$ cat config.mk
export PLATFORM = sky130hd
export DESIGN_NAME = secuenciador_edicion
export DESIGN_NICKNAME = d
export VERILOG_FILES = /design/src/rtl/secuenciador_edicion.sv
export SDC_FILE = /design/constraint.sdc
export NUM_CORES = 1
export LEC_CHECK = 0
export BUFFER_PORTS_ARGS = -buffer_cell sky130_fd_sc_hd__buf_2
export CORE_UTILIZATION = 48
export CTS_CLUSTER_SIZE = 12
export DETAILED_ROUTE_END_ITERATION = 8
export PLACE_DENSITY = 0.73
export SLEW_MARGIN = 20
export SYNTH_ARGS = -nofsm -noshare
export SYNTH_HDL_FRONTEND = slang
export SYNTH_SLANG_ARGS = --single-unit
$ cat constraint.sdc
create_clock -name clk -period 1.65 [get_ports clk]
set_clock_uncertainty 0.05 [all_clocks]
set_input_delay 0.0825 -clock clk [delete_from_list [all_inputs] [get_ports clk]]
set_output_delay 0.0825 -clock clk [all_outputs]
set_load 0.005 [all_outputs]
$ cat src/rtl/secuenciador_edicion.sv
// Keypad-driven time/alarm editor: collects four BCD digits and pulses a write strobe on ENTER.
// Optional inactivity timeout enabled by defining SECUENCIADOR_TIMEOUT_EN.
//
// state  | meaning
// IDLE   | waiting for ALARM or TIME key
// ENTRY  | collecting hh:mm digits for the selected target
// COMMIT | one-cycle write strobe to the alarm or time register
module secuenciador_edicion (
   input  logic       clk,
   input  logic       reset,
   input  logic       key_valid,
   input  logic [3:0] key_code,
   input  logic       tick_1hz,
   output logic       habiha,
   output logic       habihm,
   output logic [7:0] wr_hh,
   output logic [7:0] wr_mm,
   output logic       busy,
   output logic [1:0] digit_pos,
   output logic       err
);

   typedef enum logic [1:0] {S_IDLE, S_ENTRY, S_COMMIT} state_t;

   localparam logic [3:0] K_ALARM  = 4'hA;
   localparam logic [3:0] K_TIME   = 4'hB;
   localparam logic [3:0] K_ENTER  = 4'hC;
   localparam logic [3:0] K_CANCEL = 4'hD;

   state_t     state_q, state_d;
   logic       tgt_q, tgt_d;
   logic [2:0] pos_q, pos_d;
   logic [7:0] hh_q, hh_d, mm_q, mm_d;
   logic       err_q, err_d;
   logic       habiha_q, habiha_d, habihm_q, habihm_d;
   logic       busy_q, busy_d;
   logic [1:0] dpos_q, dpos_d;
   logic       digit_ok;
   logic       timeout;

`ifdef SECUENCIADOR_TIMEOUT_EN
   logic [3:0] cnt_q, cnt_d;

   // Reaching a count of ten means this tick is the tenth since the last key.
   assign timeout = (state_q == S_ENTRY) && !key_valid && tick_1hz && (cnt_q == 4'd9);

   always_comb begin
      cnt_d = 4'd0;
      if (state_d == S_ENTRY && state_q == S_ENTRY && !key_valid && tick_1hz)
         cnt_d = cnt_q + 4'd1;
      else if (state_d == S_ENTRY && state_q == S_ENTRY && !key_valid)
         cnt_d = cnt_q;
   end

   always_ff @(posedge clk) begin
      if (reset) cnt_q <= 4'd0;
      else       cnt_q <= cnt_d;
   end
`else
   logic unused_tick;
   assign unused_tick = tick_1hz;
   assign timeout     = 1'b0;
`endif

   always_comb begin
      digit_ok = 1'b0;
      case (pos_q)
         3'd0:    digit_ok = (key_code <= 4'd2);
         3'd1:    digit_ok = (hh_q[7:4] == 4'd2) ? (key_code <= 4'd3) : (key_code <= 4'd9);
         3'd2:    digit_ok = (key_code <= 4'd5);
         3'd3:    digit_ok = (key_code <= 4'd9);
         default: digit_ok = 1'b0;
      endcase
   end

   always_comb begin
      state_d = state_q;
      tgt_d   = tgt_q;
      pos_d   = pos_q;
      hh_d    = hh_q;
      mm_d    = mm_q;
      err_d   = 1'b0;
      case (state_q)
         S_IDLE: begin
            if (key_valid && (key_code == K_ALARM || key_code == K_TIME)) begin
               tgt_d   = (key_code == K_ALARM);
               pos_d   = 3'd0;
               hh_d    = 8'h00;
               mm_d    = 8'h00;
               state_d = S_ENTRY;
            end
         end
         S_ENTRY: begin
            if (key_valid) begin
               if (key_code <= 4'd9) begin
                  if (digit_ok) begin
                     case (pos_q)
                        3'd0:    hh_d[7:4] = key_code;
                        3'd1:    hh_d[3:0] = key_code;
                        3'd2:    mm_d[7:4] = key_code;
                        default: mm_d[3:0] = key_code;
                     endcase
                     pos_d = pos_q + 3'd1;
                  end else begin
                     err_d = 1'b1;
                  end
               end else if (key_code == K_ALARM || key_code == K_TIME) begin
                  tgt_d = (key_code == K_ALARM);
                  pos_d = 3'd0;
                  hh_d  = 8'h00;
                  mm_d  = 8'h00;
               end else if (key_code == K_ENTER) begin
                  if (pos_q == 3'd4) state_d = S_COMMIT;
                  else               err_d   = 1'b1;
               end else if (key_code == K_CANCEL) begin
                  state_d = S_IDLE;
               end
            end else if (timeout) begin
               state_d = S_IDLE;
            end
         end
         default: state_d = S_IDLE;
      endcase
      habiha_d = (state_d == S_COMMIT) && tgt_d;
      habihm_d = (state_d == S_COMMIT) && !tgt_d;
      busy_d   = (state_d != S_IDLE);
      dpos_d   = (pos_d >= 3'd3) ? 2'd3 : pos_d[1:0];
   end

   always_ff @(posedge clk) begin
      if (reset) begin
         state_q  <= S_IDLE;
         tgt_q    <= 1'b0;
         pos_q    <= 3'd0;
         hh_q     <= 8'h00;
         mm_q     <= 8'h00;
         err_q    <= 1'b0;
         habiha_q <= 1'b0;
         habihm_q <= 1'b0;
         busy_q   <= 1'b0;
         dpos_q   <= 2'd0;
      end else begin
         state_q  <= state_d;
         tgt_q    <= tgt_d;
         pos_q    <= pos_d;
         hh_q     <= hh_d;
         mm_q     <= mm_d;
         err_q    <= err_d;
         habiha_q <= habiha_d;
         habihm_q <= habihm_d;
         busy_q   <= busy_d;
         dpos_q   <= dpos_d;
      end
   end

   assign habiha    = habiha_q;
   assign habihm    = habihm_q;
   assign wr_hh     = hh_q;
   assign wr_mm     = mm_q;
   assign busy      = busy_q;
   assign digit_pos = dpos_q;
   assign err       = err_q;

endmodule

==> impl_summary.txt, run 1 <==
----------------------------------------------------
[Run status]
  Result of the run ... complete, but fails checks
  Violated checks ... negative setup slack

[Timing]
  Number of hold violations in the final report ... 0
  Slew margin rel. ... roughly three fifths
  Final-report setup violation count ... 22
  PnR worst setup slack ... -333 ps
  Highest achievable clock rate ... 504 MHz
  Setup repair after global routing missed its margin ... true
  Number of max-slew violations in the final report ... 0
  Slew @ Worst Pin ... 583 ps
  Final critical-path share of the clock period ... 120%
  Setup TNS ... -5510 ps
  Final worst path period need ... 1980 ps

[Synthesis]
  Post-synth EDFFs ... 0
  Post-synthesis mux area share ... 12.2%
  Area leader, netlist ... dfxtp_1
  Post-synth cell types ... 37
  Simple-Gate Fraction of Synth Area ... 31.5%
  Mean Syn Cell Area ... approximately 9 um2
  Count of yosys warnings during synthesis ... 0
  Post-Syn Area ... about 1400 um2
  Leading cell types by total area after synthesis ... dfxtp_1 (39%), mux2i_1 (11%), nand2b_1 (7.9%), ha_1 (4.4%), nand2_1 (3.7%)
  Synthesized-area fraction occupied by xor and xnor cells ... 0%
  Adder-cell area share of the yosys netlist ... 4.36%
  Nets in the synthesized netlist ... 171
  Number of storage elements in the synthesis netlist ... 28
  Proportion of register bits with asynchronous set or reset after synthesis ... 0%
  Post-synth top flop ... dfxtp_1
  Number of instances in the synthesized netlist ... about 160
  Share of the synthesized area in compound gates (AO/OA/AOI/OAI) ... 9.34%
  Register area share after synthesis ... roughly two fifths
  Combinational family with the most area after synthesis ... simple AND/OR/NAND/NOR gates
  Yosys top cell area share ... between 30 and 40%

[Pwr]
  Internal Dissipation ... around 0.001 W
  Clock group share of total power ... a little under two fifths
  Share of power burned in registers ... 53.5%
  Switching power summed over all nets ... approximately 0.00029 W
  Leak Pwr ... about 0.91 nW
  Peak supply drop ... 0.000593 V
  Sw Ratio ... 23.2%
  Proportion of power drawn by combinational gates ... under 10%
  Pwr Density ... 670 nW/um2

[Place]
  Worst slack at placement ... -274 ps
  Final weighted congestion in routability-driven placement ... a little under 0.9
  Count of placed standard cells including taps ... 229
  Sum of net half-perimeters after detailed placement ... 2510 um
  Port buffer count ... 28

[Setup path]
  CP startpoint kind ... flip-flop
  Worst reg2reg endpoint ... digit_pos[0]
  Crit path arrival time ... 2190 ps
  Launch instance of the worst register-to-register path ... wr_hh[6]
  Critical path start-end classification ... reg -> reg
  Largest fanout on the critical path ... 3
  Endpoint kind of the worst setup timing path ... flip-flop
  CP Data Required Time ... 1860 ps
  Register-to-register path setup slack ... -330 ps
  Cells on worst reg2reg path ... 6

[Floorplanning]
  Die Span Y ... roughly 57 um
  Effective utilization at floorplan ... 51.6%
  Num ports ... 30
  Number of placement rows ... 19
  Core outline area ... 2780 um2
  Die width ... 56.7 um
  Area of the die ... 3210 um2

[Routing]
  Routed length per instance ... about 15 um
  Highest metal used ... met4
  Initial DRC Count ... 39
  Post-detailed-route via-to-cell ratio ... 5.70
  Wire length the detailed router placed on met1 ... 1590 um
  Vias post-DR ... roughly 1.3k
  Met3 WL ... 175 um
  Wire length on met2 ... 1770 um
  Final wirelength ... 3570 um
  Number of remaining DRC errors ... 0
  Final ANT Viol Nets ... 0
  Iteration count of the initial detailed-routing pass ... 5

[Cells and area]
  Non-filler cells, final ... around 240
  Most common cell after layout, fill and taps aside ... buf_2
  Number of nets at the end of the flow ... 219
  Layout cells sized above 1 ... 38.0%
  Area delta synth->final ... 32.2%
  Commonest cells after routing, fill and taps aside ... buf_2 (28), dfxtp_1 (26), buf_4 (21)
  Diode count ... 0
  Utilization after layout ... 68.2%

[Clock tree]
  CTS clk-pin slew, worst paths ... 160 ps
  Maximum root-to-sink buffer count ... 2
  Clock insertion delay at the later pin of the skew report ... 350 ps
  Number of clock buffers inserted by TritonCTS ... 3
  Buffer type at the clock tree root ... clkbuf_4
  Sink Count ... 28
  Hold_buf cts ... 0
  Clock tree from TritonCTS ... yes
  Number of H-tree levels ... 1

[GRT]
  Antenna violations before repair ... 0
  GR Overflow Total ... 0
  Number of global-route vias before repair ... 1269
  Pin count of the biggest net entering global routing ... 25
  Aggregate global-route resource usage ... 22.8%
  Wire length of the first global-routing pass ... 5790 um

[Min path]
  Worst min-delay path category ... in -> reg
  Depth of the worst hold-timing path ... 3
  Hold Path Sink ... state_q[1]
  Min-Delay Startpoint ... key_code[0]

[Flow run]
  Number of maximum-capacitance constraint violations ... 0

----------------------------------------------------
-- flip-flops by register name (all words and copies together) (netlist names), 2 cells and up --
register   flops
wr_hh          8
wr_mm          8
pos_q          3
digit_pos      2
state_q        2
-- routing by layer --
layer,track usage (%),vias up
met3,3.00,4
met5,0,-
li1,-,648
met2,40.7,44
met1,29.1,650
met4,5.23,0
-- kinds of logic (layout without fill, tap and decap cells) --
group | Yosys count | after routing
AND/OR/NAND/NOR | 77 | 77
flip-flops | 28 | 28
AO/OA/AOI/OAI | 19 | 19
multiplexers | 17 | 17
buffers and inverters | 12 | 59
adder cells (fa/ha/maj) | 5 | 5
-- synth_stat cells (2+ instances only) --
| master | n |
|---|---|
| a21oi_1 | 5 |
| mux2i_1 | 16 |
| nand2b_1 | 18 |
| nor2b_1 | 2 |
| or2_2 | 4 |
| nand4_1 | 5 |
| nand3_1 | 3 |
| ha_1 | 5 |
| inv_1 | 5 |
| o21ai_0 | 4 |
| nor3_1 | 4 |
| dfxtp_1 | 28 |
| clkbuf_1 | 3 |
| nand2_1 | 14 |
| nor4_1 | 3 |
| nor2_1 | 11 |
| a31oi_1 | 2 |
| buf_2 | 4 |
| nand3b_1 | 4 |
-- worst max path at each step --
| stage | slack (ps) | endpoint | start | cells past startpoint |
|---|---|---|---|---|
| floorplan | -140 | digit_pos[0] | wr_hh[6] | 5 |
| global placement | -180 | wr_hh[3] | wr_hh[6] | 5 |
| detailed placement | -270 | wr_hh[1] | wr_hh[6] | 5 |
| CTS | -270 | wr_hh[1] | wr_hh[6] | 5 |
| global route | -390 | wr_mm[4] | wr_hh[6] | 5 |
| finish | -330 | digit_pos[0] | wr_hh[6] | 6 |
-- what timing repair did --
item                                    CTS  global route
pin swaps                                 9             9
buffers inserted                          1             2
gates resized for setup                  13             7
endpoints found under the setup margin   26            25
-- layout make-up --
type | instances | area, um2
tap | 31 | 38.8
inverter | 5 | 21.3
multi-input combinational | 118 | 900
fill | 215 | 886
timing repair buffer | 50 | 318
clock inverter | 1 | 30.0
clock buffer | 3 | 22.5
sequential | 28 | 566
-- critical path, stage by stage, from the launching register on --
cell       delay, ps
dfxtp_1          340
or4b_4           540
o2111ai_4        230
buf_4            160
nand4_4          100
mux2_4           330
nand2b_4         130
-- power by group through the flow --
stage | registers, W | clock network (W) | logic (W)
floorplan | 0.000695 | 0 | 0.0000756
global placement | 0.000695 | 0 | 0.000107
detailed placement | 0.000695 | 0 | 0.000110
CTS | 0.000679 | 0.000464 | 0.000115
global route | 0.000680 | 0.000482 | 0.000135
finish | 0.000680 | 0.000467 | 0.000124
-- per-stage QoR --
stage | hold slack, ps | total power, W | instance area [um2]
after floorplan | 133 | 0.000771 | 1440
after global placement | 409 | 0.000803 | 1740
after detailed placement | 407 | 0.000805 | 1740
after CTS | 53.1 | 0.00126 | 1850
after global routing | 81.9 | 0.00130 | 1900
final | 62.4 | 0.00127 | 1900
Note: power is estimated with default switching activity, not from simulation.
==> inputs of run 2 (changes only) <==
Settings changed: RECOVER_POWER set to 50, TNS_END_PERCENT set to 50.
==> run 2 against run 1 <==
  * The run still ends with negative setup slack left
  * Combinational power grew 6%
  * Die area is the same
  * Worst hold slack is essentially flat
  * Fmax grew 4.8%
  * Non-clock buffer count shrank 1
  * Clock-buffer cell count is the same
  * Global-route usage shrank 0.097 points
  * Clock power shrank 2%
  * Design area shrank 2.0%
  * Sequential cell count is the same
  * Core utilization shrank 1.3 points
  * Largest power group unchanged
==> impl_summary.txt, run 2 (synthesis gave the netlist of run 1 again) <==
----------------------------------------------------
[Timing]
  Number of hold violations in the final report ... 0
  Setup TNS ... -3740 ps
  PnR worst setup slack ... -242 ps
  Highest achievable clock rate ... 529 MHz
  Slew @ Worst Pin ... roughly 600 ps
  Final worst path period need ... 1890 ps
  Slew margin rel. ... 60.7%
  Final-report setup violation count ... 23
  Number of max-slew violations in the final report ... 0
  Final critical-path share of the clock period ... 115%
  Setup repair after global routing missed its margin ... true

[Floorplanning]
  Die width ... 56.7 um
  Effective utilization at floorplan ... 51.6%
  Number of placement rows ... 19
  Die Span Y ... 56.7 um
  Num ports ... 30
  Core outline area ... 2780 um2
  Area of the die ... ~3200 um2

[Cells and area]
  Layout cells sized above 1 ... 35.3%
  Area of combinational cells with multiple inputs ... 886 um2
  Area delta synth->final ... 29.6%
  Final standard cell area without fillers ... 1860 um2
  Utilization after layout ... 66.8%
  Filler cells ... 230
  Commonest cells after routing, fill and taps aside ... dfxtp_1 (26), buf_2 (26), buf_4 (20)
  Number of nets at the end of the flow ... 218
  Diode count ... 0
  FF+latch area ... roughly 560 um2

[Routing]
  Vias post-DR ... 1336
  Routed length per instance ... 14.8 um
  Initial DRC Count ... 27
  Final ANT Viol Nets ... 0
  Iteration count of the initial detailed-routing pass ... 4
  Final wirelength ... ~3500 um
  Post-detailed-route via-to-cell ratio ... between 5 and 6
  Number of remaining DRC errors ... 0

[Pwr]
  Leak Pwr ... 0.916 nW
  Peak supply drop ... 0.000637 V
  Pwr Density ... roughly 700 nW/um2

[Place]
  Final weighted congestion in routability-driven placement ... roughly 0.9
  Placement Cell Area ... 1720 um2
  Port buffer count ... 28
  Sum of net half-perimeters after detailed placement ... 2500 um
  Worst slack at placement ... -284 ps

[Setup path]
  Timing startpoint of the critical path ... wr_hh[6]
  Crit path arrival time ... 2090 ps
  CP Data Required Time ... roughly 1900 ps
  CP Cell Sequence ... or4b_4, o2111ai_4, nand4_1, o211ai_2, buf_4, nand2b_4
  Delay contributed by the slowest stage of the critical path ... 540 ps
  Worst-path cell with the longest stage delay ... or4b_4
  CP startpoint kind ... flip-flop
  Cells on worst reg2reg path ... 6
  Worst reg2reg endpoint ... digit_pos[0]
  Largest fanout on the critical path ... 3
  Critical path start-end classification ... reg -> reg
  Register-to-register path setup slack ... -240 ps
  Launch instance of the worst register-to-register path ... wr_hh[6]
  Endpoint kind of the worst setup timing path ... flip-flop

[Clock tree]
  Clock insertion delay at the later pin of the skew report ... 340 ps
  CTS clk-pin slew, worst paths ... 160 ps
  Clock tree from TritonCTS ... yes
  Buffer type at the clock tree root ... clkbuf_4
  Number of H-tree levels ... 1
  Maximum root-to-sink buffer count ... 2
  Number of clock buffers inserted by TritonCTS ... 3
  Sink Count ... 28

[GRT]
  Antenna violations before repair ... 0
  GR Overflow Total ... 0
  Aggregate global-route resource usage ... 22.7%
  Number of global-route vias before repair ... 1368
  Pin count of the biggest net entering global routing ... 25
  Wire length of the first global-routing pass ... between 5000 and 6000 um

[Min path]
  Depth of the worst hold-timing path ... 3
  Hold Path Sink ... state_q[1]
  Min-Delay Startpoint ... key_code[0]
  Worst min-delay path category ... in -> reg

[Run status]
  Result of the run ... complete, but fails checks
  Violated checks ... negative setup slack

[Flow run]
  Number of maximum-capacitance constraint violations ... 0

----------------------------------------------------
[run 2: repair_timing]
item                                    in CTS  in global routing
gates cloned                                 0                  0
setup buffers                                3                  0
hold buffers                                 0                  0
endpoints found under the setup margin      23                 26
pin swaps                                    3                  3
resized for setup                            9                  6
[run 2: how the worst max path moves through the flow]
stage	end
after CTS	digit_pos[0]
after global placement	wr_hh[4]
after detailed placement	wr_hh[4]
final	digit_pos[0]
after global routing	digit_pos[0]
after floorplan	digit_pos[0]
[run 2: layout make-up]
class | instances | area share, %
Timing Repair Buffer | 49 | 16.1
Sequential cell | 28 | 30.3
Clock buffer | 3 | 1.21
Inverter | 5 | 1.01
Tap cell | 31 | 2.09
Clock inverter | 1 | 1.62
Multi-Input combinational cell | 118 | 47.7
[run 2: critical path, delay by kind of cell, from the launching register on]
kind | cells | cell delay, ps
buffers and inverters | 1 | 150
AND/OR/NAND/NOR | 3 | 790
flip-flops | 1 | 340
AO/OA/AOI/OAI | 2 | 470
[run 2: per-layer routing]
layer	vias up	routed length, um	GRT usage, %
met4	0	71	10.8
met1	632	1480	28.1
met5	-	0	0
met2	51	1690	38.5
li1	647	-	-
met3	6	217	3.46
[run 2: metrics by stage]
step | hold slack, ps | instances | total power [W]
5_1_grt | 79.9 | 235 | 0.00130
6_report | 62.0 | 235 | 0.00127
3_5_place_dp | 410 | 228 | 0.000803
4_1_cts | 68.9 | 235 | 0.00127
2_1_floorplan | 133 | 158 | 0.000771
3_3_place_gp | 409 | 228 | 0.000800
[run 2: power breakdown]
part | internal (W) | switching (W) | total (W)
clock | 0.000246 | 0.000211 | 0.000457
combinational | 0.0000536 | 0.0000772 | 0.000131
sequential | 0.000679 | 0.00000128 | 0.000681
